`src/rtl/usb_cdc_tx_packer.sv`:
```
// usb_cdc_tx_packer
// Host-bound (IN) byte path for the USB CDC function. Bytes from fabric logic
// are buffered and written to the usb_fifo EP2 TX port in bursts of up to
// MAX_PKT bytes. A burst starts on a full packet, on a pending flush, or after
// an idle timeout. The idle timeout exists only when USB_CDC_TX_TIMEOUT_EN is
// defined; without it residual bytes wait for more data or an explicit flush.
// While the device is offline the buffer is held empty and every accepted
// byte is dropped and counted.
module usb_cdc_tx_packer #(
  parameter int DEPTH   = 256,
  parameter int MAX_PKT = 64,
  parameter int TIMEOUT = 60000
) (
  input  logic                   i_clk,
  input  logic                   i_reset,
  input  logic                   i_online,
  input  logic [7:0]             i_data,
  input  logic                   i_valid,
  output logic                   o_ready,
  input  logic                   i_flush,
  input  logic                   i_ep2_tx_ready,
  output logic                   o_ep2_tx_dval,
  output logic [7:0]             o_ep2_tx_data,
  output logic [$clog2(DEPTH):0] o_level,
  output logic                   o_busy,
  output logic [15:0]            o_drop_cnt
);

  localparam int AW = $clog2(DEPTH);
  localparam int LW = AW + 1;

  typedef enum logic {IDLE, BURST} state_t;

  state_t        state, state_nxt;
  logic [7:0]    mem [DEPTH];
  logic [AW-1:0] wr_ptr, rd_ptr;
  logic [LW-1:0] level;
  logic [LW-1:0] remaining;
  logic [LW-1:0] burst_len;
  logic          flush_pend;
  logic          wr_en, rd_en, trigger, burst_start, timeout_hit;
  logic          vld_p1;
  logic [7:0]    data_p1;
  logic [15:0]   drop_cnt;

  // Saturating increment for the drop counter: it sticks at all-ones.
  function automatic logic [15:0] sat_inc16(input logic [15:0] v);
    return (v == 16'hFFFF) ? v : v + 16'd1;
  endfunction

  // Offline forces ready high so the source drains into the drop counter.
  assign o_ready   = (~i_online | (level < LW'(DEPTH))) & ~i_reset;
  assign wr_en     = i_valid & o_ready & i_online;
  assign burst_len = (level >= LW'(MAX_PKT)) ? LW'(MAX_PKT) : level;
  assign trigger   = i_online & ((level >= LW'(MAX_PKT)) |
                                 ((flush_pend | timeout_hit) & (level != '0)));

`ifdef USB_CDC_TX_TIMEOUT_EN
  localparam int TW = $clog2(TIMEOUT + 1);
  logic [TW-1:0] idle_cnt;

  // Idle timer: counts IDLE cycles with data waiting, restarted by any write.
  always_ff @(posedge i_clk) begin
    if (i_reset || !i_online) begin
      idle_cnt <= '0;
    end else if (wr_en || burst_start || level == '0) begin
      idle_cnt <= '0;
    end else if (state == IDLE && idle_cnt != TW'(TIMEOUT - 1)) begin
      idle_cnt <= idle_cnt + TW'(1);
    end
  end

  assign timeout_hit = (idle_cnt == TW'(TIMEOUT - 1));
`else
  // No idle timer in this build; the comparison keeps TIMEOUT referenced and
  // is constant false for any legal value.
  assign timeout_hit = (TIMEOUT < 0);
`endif

  // Next-state logic: IDLE waits for a trigger, BURST reads while EP2 is ready.
  always_comb begin
    state_nxt   = state;
    burst_start = 1'b0;
    rd_en       = 1'b0;
    unique case (state)
      IDLE: begin
        if (trigger) begin
          state_nxt   = BURST;
          burst_start = 1'b1;
        end
      end
      BURST: begin
        if (i_ep2_tx_ready && remaining != '0) begin
          rd_en = 1'b1;
          if (remaining == LW'(1)) state_nxt = IDLE;
        end
      end
      default: state_nxt = IDLE;
    endcase
    if (!i_online) begin
      state_nxt   = IDLE;
      burst_start = 1'b0;
      rd_en       = 1'b0;
    end
  end

  // State register and per-burst byte budget.
  always_ff @(posedge i_clk) begin
    if (i_reset || !i_online) begin
      state     <= IDLE;
      remaining <= '0;
    end else begin
      state <= state_nxt;
      if (burst_start) remaining <= burst_len;
      else if (rd_en) remaining <= remaining - LW'(1);
    end
  end

  // Flush request: cleared once a burst covers every buffered byte.
  always_ff @(posedge i_clk) begin
    if (i_reset || !i_online) begin
      flush_pend <= 1'b0;
    end else if (burst_start && burst_len == level) begin
      flush_pend <= 1'b0;
    end else if (i_flush && level != '0) begin
      flush_pend <= 1'b1;
    end
  end

  // Buffer pointers and fill level; going offline empties the buffer.
  always_ff @(posedge i_clk) begin
    if (i_reset || !i_online) begin
      wr_ptr <= '0;
      rd_ptr <= '0;
      level  <= '0;
    end else begin
      if (wr_en) wr_ptr <= wr_ptr + AW'(1);
      if (rd_en) rd_ptr <= rd_ptr + AW'(1);
      level <= level + LW'(wr_en) - LW'(rd_en);
    end
  end

  // Buffer storage; contents need no reset because level gates every read.
  always_ff @(posedge i_clk) begin
    if (wr_en) mem[wr_ptr] <= i_data;
  end

  // ---- stage p1: registered read data toward EP2 TX ----
  // Output register: byte appears one cycle after its read is issued.
  always_ff @(posedge i_clk) begin
    if (i_reset) begin
      vld_p1  <= 1'b0;
      data_p1 <= 8'h00;
    end else begin
      vld_p1 <= rd_en;
      if (rd_en) data_p1 <= mem[rd_ptr];
    end
  end

  // Drop counter: bytes accepted while offline.
  always_ff @(posedge i_clk) begin
    if (i_reset) begin
      drop_cnt <= 16'h0000;
    end else if (!i_online && i_valid && o_ready) begin
      drop_cnt <= sat_inc16(drop_cnt);
    end
  end

  assign o_ep2_tx_dval = vld_p1;
  assign o_ep2_tx_data = data_p1;
  assign o_level       = level;
  assign o_busy        = (state == BURST);
  assign o_drop_cnt    = drop_cnt;

endmodule

```
`config.mk`:
```
export PLATFORM = sky130hd
export DESIGN_NAME = usb_cdc_tx_packer
export DESIGN_NICKNAME = d
export VERILOG_FILES = /design/src/rtl/usb_cdc_tx_packer.sv
export SDC_FILE = /design/constraint.sdc
export NUM_CORES = 2
export LEC_CHECK = 0
export CAP_MARGIN = 20
export CORE_ASPECT_RATIO = 1.75
export CORE_MARGIN = 2
export CORE_UTILIZATION = 55
export CTS_BUF_LIST = sky130_fd_sc_hd__clkbuf_4 sky130_fd_sc_hd__clkbuf_8
export DETAILED_ROUTE_END_ITERATION = 8
export PLACE_DENSITY = 0.77
export REMOVE_ABC_BUFFERS = 1
export SLEW_MARGIN = 30
export SYNTH_ARGS = -nofsm -noshare
export SYNTH_HDL_FRONTEND = slang
export SYNTH_SLANG_ARGS = --single-unit
export TNS_END_PERCENT = 10
```
`constraint.sdc`:
```
create_clock -name i_clk -period 4.1 [get_ports i_clk]
set_input_delay 0.82 -clock i_clk [delete_from_list [all_inputs] [get_ports i_clk]]
set_output_delay 0.82 -clock i_clk [all_outputs]
set_load 0.05 [all_outputs]
```
After elaboration in Yosys (flattened, before gate mapping)
Memory sizes are Yosys's and may differ from the RTL's. A register that Yosys moved wholly into a read port is not among the register bits. Cells that the tools add are included.

Order comparisons: 2. Equality and inequality tests: 3. Add/sub/neg operators: 6. Reduce and logical (&&, ||, !) cells: 13. Bitwise gates (word level): 11. Muxes and demuxes: 14.

Operators with widths (number): two-way mux 9 bit (3); nonzero test 9 bit (2); adder 16 x 1 -> 16 bit (second input constant) (1); adder 8 x 1 -> 8 bit (second input constant) (2); equality test 16 bit (second input constant) (1); two-way mux 1 bit (10); adder 9 x 1 -> 9 bit (1); equality test 9 x 1 -> 1 bit (second input constant) (1); equality test 9 bit (1); greater-or-equal comparator 9 x 7 -> 1 bit (second input constant) (1); < comparator 9 bit (second input constant) (1); subtractor 9 x 1 -> 9 bit (1); subtractor 9 x 1 -> 9 bit (second input constant) (1); bitwise AND 1 bit (5); logical AND 1 bit (5); NOT 1 bit (4); OR reduction 2 bit (2); bitwise OR 1 bit (2); case mux 1 bit (2 select lines) (1); AND reduction 2 bit (1); nonzero test 2 bit (1); logical NOT 1 bit (1); logical OR 1 bit (1).

Output and inout bits: 36. Input bits: 14. Memory bits (writable): 2048. Memories kept: 1. Logic and storage cells: 58. Register bits: 53.

Memory list: mem (words 256, bits a word 8, rd ports 1, clocked after memory_dff 1, wr ports 1, RTL line 35) `logic [7:0] mem [DEPTH];`.

Longest topological paths before layout
Depth in word-level cells: 9. Mapped depth: 18. Gate-level depth less buffers: 17.

Worst setup path after synthesis
OpenSTA, ideal clock, no wires.

Kind: input port to flip-flop. From: input port i_reset. To: register level[8] (netlist: o_level[8]). Stages on the path: 16. Buffers on the path: 1. Arrival: 4.317 ns. Library setup time: 0.071 ns. Path slack: -0.287 ns. Data required time: 4.029 ns. Cell sequence: clkbuf_1 > a21oi_1 > and3_1 > inv_1 > ha_1 > inv_1 > ha_1 > fa_1 > nor2b_1 > o21a_1 > o21ai_0 > a21oi_1 > o21ai_0 > a21oi_1 > or3_1 > a21oi_1.

Longest elaborated chain between the ends: 6. Elaborated cells on any way between the ends: 7. Those cells by class: add/sub: 2; bitwise: 4; reduce/logical: 1.

RTL lines: start, declared (RTL line 15) `input logic i_reset,`; NOT 1 bit (RTL line 52) `assign o_ready = (~i_online | (level < LW'(DEPTH))) & ~i_reset;`; bitwise AND 1 bit (RTL line 52); named net o_ready (RTL line 19) `output logic o_ready,`; bitwise AND 1 bit (2 in series) (RTL line 53) `assign wr_en = i_valid & o_ready & i_online;`; adder 9 x 1 -> 9 bit (RTL line 139) `level <= level + LW'(wr_en) - LW'(rd_en);`; subtractor 9 x 1 -> 9 bit (RTL line 139); end signal, assigned (RTL line 139); end, declared (RTL line 37) `logic [LW-1:0] level;`.

The timed path passes the listed nets, and every way through them passes these cells. A chain may end at the register's enable or synchronous reset.

==> flow_summary_export.csv <==
group,metric,value,unit
timing,fin_crit,3.922,ns
power_and_ir_drop,totalPowerFinal,39.53,mW
yosys,synth_top_area_share,74.58,%
timing,slew_worst_pin,1.059,ns
hold_path,path_category_of_the_worst_min_delay_check,"in2reg",
timing,worst_hold_margin,0.3787,ns
power_and_ir_drop,leakagePower,29.27,nW
global_routing,grt_antenna_before_repair,4,
route,detail-route-antenna-nets,0,
clocking,clk_root_buffer_cell,"sky130_fd_sc_hd__clkbuf_8",
setup_path,timing.critical_path.fanout_max,22,
yosys,postSynthCellCount,4012,
route,totalWireLength,216.2,mm
yosys,synthesis.area_per_instance,20.55,µm²
global_routing,groute.usage.overall,28.33,%
timing,final_tns_setup,0,ns
clocking,postCtsHoldBufs,0,
timing,timing.max_slew.rel_slack,29.17,%
setup_path,worst_r2r_setup_slack,0.18,ns
finish,drive_above_1_share,30.24,%
setup_path,cp_data_arrival_time,4.61,ns
run_status,run_status,"finished, final reports clean",
clocking,tritoncts,"done",
route,drc,0,
timing,finalCritPeriodShare,95.65,%
place,routabilityCongestion,0.9623,
route,drt-wirelength-per-cell,31.85,µm
clocking,cts_setup_buffers,0,
route,vias,43750,
setup_path,worstReg2RegStart,"rd_ptr[0]",
power_and_ir_drop,ir_drop,0.2952,mV
clocking,clk_pin_slew,0.07,ns
finish,layout.nets,4629,
clocking,clk-insertion-delay-late,0.92,ns
yosys,most_frequently_used_flop_master_after_synthesis,"sky130_fd_sc_hd__edfxtp_1",
timing,finalMaxSlewViolations,0,
finish,n_fill_cell,9638,
global_routing,met2_usage,48.21,%
clocking,number_of_h_tree_levels,5,
setup_path,r2r-end,"o_ep2_tx_data[2]",
yosys,netlist-cell-type-count,70,
global_routing,first_global_vias,44930,
floorplanning,rows,188,
setup_path,crit_start,"rd_ptr[0]",
floorplanning,starting_density_of_the_core,55.21,%
power_and_ir_drop,power.density_cell_area,422.4,nW/µm²
setup_path,startpoint_type,"register",
global_routing,grt_start_max_net_pins,137,
setup_path,ff2ff_path_depth,7,
timing,final.setup_skew,0.05406,ns
yosys,yosysTopAreaCell,"sky130_fd_sc_hd__edfxtp_1",
global_routing,global_route.overflow_total,0,
timing,grt_setup_unrepaired,"no",
place,hpwl,141.5,mm
route,drt-initial-drc-count,5739,
flow_run,cap_viol_max_count,0,
clocking,cts_inserted_buffers,283,
yosys,syn-cell-area,82460,µm²
hold_path,whs_path_depth,1,
yosys,synthArstFlopShare,0,%
yosys,synth.most_common_cell,"sky130_fd_sc_hd__edfxtp_1",
floorplanning,core_area,149400,µm²
yosys,synth_seq_area_share,76.06,%
floorplanning,die-area,153200,µm²
route,vias_per_cell,6.446,
clocking,ctsResizeCount,0,
yosys,ys_seq_elements,2109,
timing,fmax,255.0,MHz
yosys,netlist_top_cells_count,"sky130_fd_sc_hd__edfxtp_1, sky130_fd_sc_hd__mux4_2, sky130_fd_sc_hd__nor2_1, sky130_fd_sc_hd__nand2_1, sky130_fd_sc_hd__mux2i_1",
floorplanning,die_w,296.7,µm
setup_path,worstSetupPathType,"reg2reg",
timing,setup_viol,0,
place,io_buffers,49,
timing,hold_viol_final,0,
setup_path,crit_required,4.79,ns
yosys,synth.top_cells.by_area,"sky130_fd_sc_hd__edfxtp_1, sky130_fd_sc_hd__mux4_2, sky130_fd_sc_hd__mux2i_1",
clocking,ctsLongestPathBuffers,4,
route,detail_route.first_pass.iterations,8,
setup_path,timing.critical_path.to,"o_ep2_tx_data[2]",
clocking,cts_sinks,2109,
global_routing,grt-busiest-layer,"met2",
yosys,synth_enable_flop_cells,2048,
yosys,yosysWarningCount,0,
floorplanning,pin_count,50,
finish,flow.area_growth_from_synthesis,13.49,%
global_routing,grt.met1_usage,32.54,%
global_routing,grt_first_pass_wirelength,311.2,mm
setup_path,critPathCaptureType,"register",
global_routing,grt.met3_usage,5.397,%
floorplanning,floorplan.die.height,516.2,µm
[final cells by class]
cell class	instances	area, µm²	share of cell area [%]
multi-input cells	1640	18330	19.59
flip-flops and latches	2109	62740	67.04
diodes	3	7.507	0.008022
clock buffers	362	4544	4.856
repair buffers	527	4554	4.866
well taps	1995	2496	2.667
inverters	29	113.9	0.1217
clock inverters	122	799.5	0.8543
[sequential cells by signal, indices dropped and copies added, names as in the netlist]
| name | count |
|---|---|
| mem | 2048 |
| o_level | 9 |
| o_ep2_tx_dval | 1 |
| o_busy | 1 |
| remaining | 9 |
| o_ep2_tx_data | 8 |
| flush_pend | 1 |
| o_drop_cnt | 16 |
| rd_ptr | 8 |
| wr_ptr | 8 |
[per-stage QoR]
stage	utilization, %	instance area (µm²)	std cells	setup WS, ns
after global placement	59.00	88130	6297	-0.07866
after floorplan	-	81100	3778	-19.34
after global routing	62.65	93580	6785	0.1911
final	62.66	93590	6787	0.1782
after detailed placement	59.00	88130	6297	-0.004547
after CTS	62.58	93480	6781	0.3060
[power breakdown]
group / switching (mW) / internal [mW] / leakage (nW)
clock network: 7.57 / 7.84 / 2.82
registers: 0.00603 / 23.6 / 18.9
logic: 0.418 / 0.0786 / 7.55
total: 8.00 / 31.5 / 29.3
[layout by cell type (no fill, tap or decap), types with 40 or more instances in the layout]
cell type / n
sky130_fd_sc_hd__nor2_1: 346
sky130_fd_sc_hd__nand2_1: 141
sky130_fd_sc_hd__edfxtp_1: 2048
sky130_fd_sc_hd__buf_4: 445
sky130_fd_sc_hd__clkbuf_4: 70
sky130_fd_sc_hd__mux4_2: 511
sky130_fd_sc_hd__clkbuf_8: 300
sky130_fd_sc_hd__dfxtp_1: 54
sky130_fd_sc_hd__mux2i_1: 136
sky130_fd_sc_hd__clkinv_1: 63
sky130_fd_sc_hd__a21oi_1: 70
sky130_fd_sc_hd__clkdlybuf4s50_1: 40
[how the worst min path moves through the flow]
stage / from / to
after floorplan: flush_pend / flush_pend
after global placement: o_ep2_tx_data[1] / o_ep2_tx_data[1]
after detailed placement: o_ep2_tx_data[1] / o_ep2_tx_data[1]
after CTS: i_data[3] / mem[106][3]
after global routing: i_data[1] / mem[10][1]
final: i_data[1] / mem[10][1]
[kinds of logic after synthesis]
logic type                 after synthesis  share of synthesized area, %
and+or+nand+nor                        628                         3.202
AOI/OAI and AO/OA                      296                         2.473
xor gates and xnor gates                39                        0.4142
muxes                                  652                         15.68
DFF                                   2109                         76.06
buffers and inverters                  263                         1.786
adders and majority gates               25                        0.3884
[worst max-delay path, cell delays in order (launching register included)]
cell                        delay [ns]
sky130_fd_sc_hd__dfxtp_4          0.69
sky130_fd_sc_hd__buf_12           0.29
sky130_fd_sc_hd__mux4_2           0.58
sky130_fd_sc_hd__mux4_2           0.58
sky130_fd_sc_hd__mux2i_1          0.68
sky130_fd_sc_hd__o2111ai_1        0.29
sky130_fd_sc_hd__o311ai_1         0.37
sky130_fd_sc_hd__o211ai_1         0.18
[per-layer routing]
layer | share of wire [%] | vias to the layer above
met5 | 0.019 | -
met4 | 8.0 | 6
met3 | 9.7 | 686
met2 | 51 | 2860
met1 | 32 | 22540
li1 | - | 17650
(Power assumes the default switching activity.)
